**src/rtl/fetch_align.sv**
```systemverilog
`default_nettype none
// ============================================================================
// Module   : fetch_align
// Purpose  : Word-aligned instruction fetch with a 4-halfword queue that hands
//            out whole 16/32-bit instructions, including word-straddling ones.
// Revision : 1.0 - initial release
// ============================================================================
module fetch_align #(
    parameter logic [31:0] RESET_PC = 32'h0
) (
    input  logic        clk,
    input  logic        rst_n,
    output logic        imem_valid,
    output logic [31:0] imem_addr,
    input  logic        imem_ready,
    input  logic [31:0] imem_rdata,
    input  logic        redirect,
    input  logic [31:0] redirect_pc,
    output logic        instr_valid,
    output logic [31:0] instr,
    output logic [31:0] instr_pc,
    output logic        instr_cmp,
    input  logic        instr_ready
);

    typedef enum logic [1:0] {
        FS_IDLE = 2'd0,
        FS_WAIT = 2'd1,
        FS_DROP = 2'd2
    } fetch_state_t;

    fetch_state_t r_state;
    fetch_state_t w_state_next;

    logic [15:0] r_q      [4];
    logic [15:0] w_q_next [4];
    logic [2:0]  r_count;
    logic [2:0]  w_count_shift;
    logic [2:0]  w_count_next;
    logic [2:0]  w_consume;
    logic        r_skip_low;
    logic [31:0] r_fetch_pc;
    logic [31:0] r_instr_pc;
    logic        w_q0_cmp;
    logic        w_has_instr;
    logic        w_fire;
    logic        w_push;

    // Delivery and request decisions, all from registered queue state.
    always_comb begin
        w_q0_cmp    = (r_q[0][1:0] != 2'b11);
        w_has_instr = w_q0_cmp ? (r_count >= 3'd1) : (r_count >= 3'd2);
        instr_valid = !redirect && w_has_instr;
        instr       = 32'h0;
        instr_cmp   = 1'b0;
        if (instr_valid) begin
            instr     = w_q0_cmp ? {16'h0, r_q[0]} : {r_q[1], r_q[0]};
            instr_cmp = w_q0_cmp;
        end
        w_fire        = instr_valid && instr_ready;
        w_consume     = w_fire ? (w_q0_cmp ? 3'd1 : 3'd2) : 3'd0;
        w_count_shift = r_count - w_consume;
        // Gated by rst_n so the strobe drops immediately on async reset.
        imem_valid    = rst_n && (r_state == FS_IDLE) && !redirect &&
                        (w_count_shift <= 3'd2);
        imem_addr     = r_fetch_pc;
        instr_pc      = r_instr_pc;
        w_push        = imem_ready && (r_state == FS_WAIT) && !redirect;
    end

    // Queue update: consume shifts first, then the response is appended.
    always_comb begin
        for (int i = 0; i < 4; i++) begin
            w_q_next[i] = r_q[i];
        end
        if (w_consume == 3'd1) begin
            w_q_next[0] = r_q[1];
            w_q_next[1] = r_q[2];
            w_q_next[2] = r_q[3];
            w_q_next[3] = 16'h0;
        end else if (w_consume == 3'd2) begin
            w_q_next[0] = r_q[2];
            w_q_next[1] = r_q[3];
            w_q_next[2] = 16'h0;
            w_q_next[3] = 16'h0;
        end
        for (int i = 0; i < 4; i++) begin
            if (w_push) begin
                if (r_skip_low) begin
                    if (w_count_shift == 3'(i)) w_q_next[i] = imem_rdata[31:16];
                end else begin
                    if (w_count_shift == 3'(i))        w_q_next[i] = imem_rdata[15:0];
                    if (w_count_shift + 3'd1 == 3'(i)) w_q_next[i] = imem_rdata[31:16];
                end
            end
        end
        if (redirect) begin
            w_count_next = 3'd0;
        end else if (w_push) begin
            w_count_next = w_count_shift + (r_skip_low ? 3'd1 : 3'd2);
        end else begin
            w_count_next = w_count_shift;
        end
    end

    always_comb begin
        w_state_next = r_state;
        case (r_state)
            FS_IDLE: if (imem_valid) w_state_next = FS_WAIT;
            FS_WAIT: begin
                if (imem_ready)    w_state_next = FS_IDLE;
                else if (redirect) w_state_next = FS_DROP;
            end
            FS_DROP: if (imem_ready) w_state_next = FS_IDLE;
            default: w_state_next = FS_IDLE;
        endcase
    end

    always_ff @(posedge clk or negedge rst_n) begin
        if (!rst_n) begin
            r_state    <= FS_IDLE;
            r_count    <= 3'd0;
            r_skip_low <= 1'b0;
            r_fetch_pc <= RESET_PC;
            r_instr_pc <= RESET_PC;
            for (int i = 0; i < 4; i++) begin
                r_q[i] <= 16'h0;
            end
        end else begin
            r_state <= w_state_next;
            r_count <= w_count_next;
            for (int i = 0; i < 4; i++) begin
                r_q[i] <= w_q_next[i];
            end
            if (redirect) begin
                r_instr_pc <= {redirect_pc[31:1], 1'b0};
                r_fetch_pc <= {redirect_pc[31:2], 2'b00};
                r_skip_low <= redirect_pc[1];
            end else begin
                if (w_fire)     r_instr_pc <= r_instr_pc + {29'h0, w_consume, 1'b0};
                if (imem_valid) r_fetch_pc <= r_fetch_pc + 32'd4;
                if (w_push)     r_skip_low <= 1'b0;
            end
        end
    end

endmodule
`default_nettype wire
```
**config.mk**
```make
export PLATFORM = sky130hd
export DESIGN_NAME = fetch_align
export DESIGN_NICKNAME = d
export VERILOG_FILES = /design/src/rtl/fetch_align.sv
export SDC_FILE = /design/constraint.sdc
export NUM_CORES = 1
export LEC_CHECK = 0
export BUFFER_PORTS_ARGS = -buffer_cell sky130_fd_sc_hd__buf_2
export CAP_MARGIN = 20
export CORE_AREA = 2 2 167 153
export DETAILED_ROUTE_END_ITERATION = 10
export DIE_AREA = 0 0 169 155
export SYNTH_ARGS = -nofsm -noshare
export SYNTH_HDL_FRONTEND = slang
export SYNTH_SLANG_ARGS = --single-unit
export TNS_END_PERCENT = 5
```
**constraint.sdc**
```tcl
create_clock -name clk -period 3.8 [get_ports clk]
set_input_delay 0.19 -clock clk [delete_from_list [all_inputs] [get_ports clk]]
set_output_delay 0.19 -clock clk [all_outputs]
set_load 0.02 [all_outputs]
```
==> qor.log <==
INFO  status         run_status=complete, but fails checks
INFO  status         violations=hold timing
INFO  pwr            p_sw_share=42.4%
INFO  timing         grt_setup_unrepaired=false
INFO  timing         setup_viol=0
INFO  worst_setup_path slowest_delay=0.45ns
INFO  logic_synthesis ys_async_sr_fraction=100%
INFO  grt            grt_start_max_net_pins=73
INFO  detailed_routing route.detailed.vias_per_inst=5.93
INFO  worst_setup_path critical_path.cell_chain=or2_2 > o21ai_4 > a21oi_1 > ha_1 > fa_1 > buf_4 > or2_2 > nor3_1 > a21o_1 > a22oi_1 > o22ai_1
INFO  logic_synthesis synth_ff_type=dfrtp_1
INFO  cts            htree_num_levels=4
INFO  timing         fin_ws=0.246ns
INFO  worst_setup_path worstPathRequired=4.14ns
INFO  timing         hold_viol=1
INFO  worst_setup_path setup.worst_path.start_class=register
INFO  logic_synthesis synth-edff-count=0
INFO  worst_setup_path arrival=3.89ns
INFO  placed_design  place_hpwl=21400um
INFO  cts            clock-sinks=131
INFO  worst_setup_path endpoint_kind=register
INFO  cells_and_area multi_input_area=0.00476sqmm
INFO  cts            clock-root-buffer=clkbuf_16
INFO  cts            clkLatencyLatePin=0.44ns
INFO  detailed_routing drc_errors=0
INFO  detailed_routing drc_violation_total_after_the_first_tritonroute_iteration=822
INFO  floorplanning  coreArea=0.0246sqmm
INFO  timing         final_max_slew_viol_count=0
INFO  cts            numCtsBuffers=17
INFO  worst_hold_path worstHoldPathType=input port to register
INFO  logic_synthesis synthDistinctLibCells=63
INFO  floorplanning  dieArea=0.0262sqmm
INFO  grt            number_of_antenna_violations_at_the_first_check_in_global_routing=1
INFO  pwr            peakVddDrop=0.338mV
INFO  detailed_routing wl_per_cell=20.2um
INFO  cells_and_area finalCoreUtilization=41.6%
INFO  worst_setup_path timing.critical_path.fanout_max=15
INFO  detailed_routing postRouteAntennaNets=0
INFO  cells_and_area area_delta_synth_final=21.6%
INFO  logic_synthesis sequential_to_total_area_share_from_yosys_stat=38.9%
INFO  pwr            switchingPower=2.91mW
INFO  placed_design  pre_cts_slack=0.309ns
INFO  detailed_routing number_of_search_and_repair_iterations_in_the_first_detailed_routing_pass=7
INFO  logic_synthesis synth.yosys.warnings=0
INFO  placed_design  postPlaceCellArea=0.00956sqmm
INFO  worst_setup_path critPathSlowestCell=fa_1
INFO  worst_setup_path crit_path_frequent_cell=or2_2
INFO  floorplanning  io_pins=168
INFO  cells_and_area drive_above_1_share=20.9%
INFO  detailed_routing num_vias=8753
INFO  cells_and_area final_net_count=1229
INFO  pwr            part_of_the_power_in_the_clock_network=26.6%
INFO  logic_synthesis postSynthAreaPerCell=8.31squm
INFO  cells_and_area layout.filler_cells=2438
INFO  cells_and_area ff_latch_area=0.00328sqmm
INFO  floorplanning  effective_utilization_at_floorplan=34.2%
INFO  logic_synthesis mappedNetlistArea=0.00843sqmm
INFO  floorplanning  fp.dieW=169um
INFO  pwr            p_per_area=669mW/mm^2
INFO  timing         fin_tns_setup=0ns
INFO  grt            grt_pass1_wl=46900um
INFO  timing         clock-skew-final=0.00938ns
INFO  placed_design  finalWeightedCongestion=0.904
INFO  placed_design  port-buffer-count=163
INFO  logic_synthesis synth_cells=1015
INFO  grt            grt_usage=22.8%
INFO  timing         timing.hold.ws=-0.00160ns
INFO  timing         maxClockFrequency=0.281GHz
INFO  pwr            power_report.internal_total=3.95mW
INFO  timing         max_slew.worst_pin.slew=0.969ns
INFO  cells_and_area most_common_library_cell_in_the_layout_ignoring_fill_and_taps=buf_2
INFO  pwr            pwr-share-comb=40.1%
INFO  floorplanning  rows=55
INFO  cells_and_area final_design_area_no_fill=0.0103sqmm
INFO  flow_run       max_cap_violations=0
INFO  worst_setup_path path_class=register to register
INFO  pwr            seq_power_share=33.3%
INFO  cells_and_area layout_common_cells=buf_2, dfrtp_1, nand2_1
INFO  grt            global_route.overflow_total=0
INFO  timing         post-route-min-period=3.55ns
INFO  timing         fin_crit_sh=93.5%
INFO  cts            clk_pin_slew_worst_paths=0.06ns
INFO  detailed_routing finalWirelength=29800um
INFO  pwr            power_leakage=4.41nW
INFO  cts            tritoncts=done
INFO  floorplanning  dieHeight=155um
INFO  grt            grt_pass1_vias=7967
INFO  cts            clk_path_buf_depth=2
INFO  timing         slew_headroom=35.1%
INFO  logic_synthesis ys_ff_latch=131
INFO  pwr            total_power=6.86mW
layout make-up:
cell class | count | share of cell area, %
antenna | 1 | 0.0244
clock buffer | 18 | 4.18
clock inverter | 12 | 2.01
inverter | 18 | 0.707
multi-input combinational | 784 | 46.4
sequential | 131 | 32.0
tap | 313 | 3.82
timing repair buffer | 200 | 10.9
worst paths after layout:
check                                           from                   endpoint  slack, ns  depth (start not counted)
max reg2reg                     r_count[2]$_DFF_PN0_          r_q[52]$_DFF_PN0_       0.25                         11
min                                   redirect_pc[9]    instr_pc[9]$_DFFE_PN0N_     -0.002                          3
min reg2reg                imem_addr[26]$_DFFE_PN0P_  imem_addr[26]$_DFFE_PN0P_       0.54                          1
max                             r_count[2]$_DFF_PN0_          r_q[52]$_DFF_PN0_       0.25                         11
min in group asynchronous                      rst_n   imem_addr[9]$_DFFE_PN0P_       0.22                          2
max in group asynchronous                      rst_n     r_skip_low$_DFFE_PN0P_       1.93                          4
power groups by stage:
stage,Combinational (mW),Sequential [mW],Clock (mW)
detailed placement,2.71,2.28,0
global placement,2.65,2.28,0
global route,3.05,2.33,1.90
finish,2.76,2.28,1.83
CTS,2.72,2.26,1.84
floorplan,1.85,2.19,0
Yosys cell counts, types with 2 or more instances:
cell type    n  area (sq um)
a211o_1      7          61.3
a211oi_1     2          15.0
a21boi_0     8          60.1
a21o_1       7          52.6
a21oi_1     90           450
a221oi_1    39           342
a22oi_1     22           165
a311oi_1     2          17.5
a31oi_1      7          43.8
and2_1      40           250
and3_1      25           156
and4_1       4          35.0
buf_1        4          15.0
buf_2        7          35.0
buf_4        3          22.5
buf_6        2          22.5
clkbuf_1    68           255
dfrtp_1    131          3280
fa_1         3          60.1
ha_1         5          62.6
inv_1       16          60.1
mux2_2      10           113
mux2i_1     20           200
nand2_1    121           454
nand3_1     76           380
nand4_1     18           113
nor2_1      49           184
nor2b_1      5          31.3
nor3_1      10          50.1
nor4_1      14          87.6
o211ai_1    21           158
o21a_1       2          15.0
o21ai_0     65           325
o21ai_1      2          10.0
o22ai_1     32           200
o311ai_0    10          87.6
o31ai_1      2          15.0
o32ai_1      7          61.3
or2_2        2          12.5
or3_1        6          37.5
or4_1        5          37.5
xnor2_1     19           166
xor2_1       7          61.3
per-stage QoR:
stage	hold WS, ns	instances
2_1_floorplan	-0.106	1017
3_3_place_gp	0.120	1439
3_5_place_dp	0.120	1440
4_1_cts	0.00327	1476
5_1_grt	0.0153	1477
6_report	-0.00160	1477
logic make-up after synthesis:
family / synth area share [%]
flops: 38.9
xor+xnor: 2.70
mux: 3.71
simple gates: 22.7
compound gates: 25.5
fa+ha+maj: 1.45
other cells: 0.0445
buf+inv: 5.01
critical path: cells and delay by family, from the launching register on:
kind,cells,cell delay (ns)
compound gates,5,1.14
simple gates,3,1.02
fa+ha+maj,2,0.69
buf+inv,1,0.19
flops,1,0.41
registers in the layout, summed over array words and instances (netlist names):
signal	cells
r_state	2
instr_pc	31
imem_addr	30
r_skip_low	1
r_count	3
r_q	64
metal layers:
| metal | global-route usage, % | share of wire (%) | up-vias |
|---|---|---|---|
| li1 | - | - | 4067 |
| met1 | 36.1 | 48 | 4237 |
| met2 | 31.2 | 41 | 419 |
| met3 | 4.99 | 9.5 | 30 |
| met4 | 4.97 | 1.3 | 0 |
| met5 | 0 | 0 | - |
repair_timing:
item | 4_1_cts | 5_1_grt
hold buffers | 6 | 0
setup buffers | 0 | 0
endpoints found under the hold margin | 43 | 0
resized for setup | 0 | 0
No activity file was read; power rests on OpenSTA's default activity.
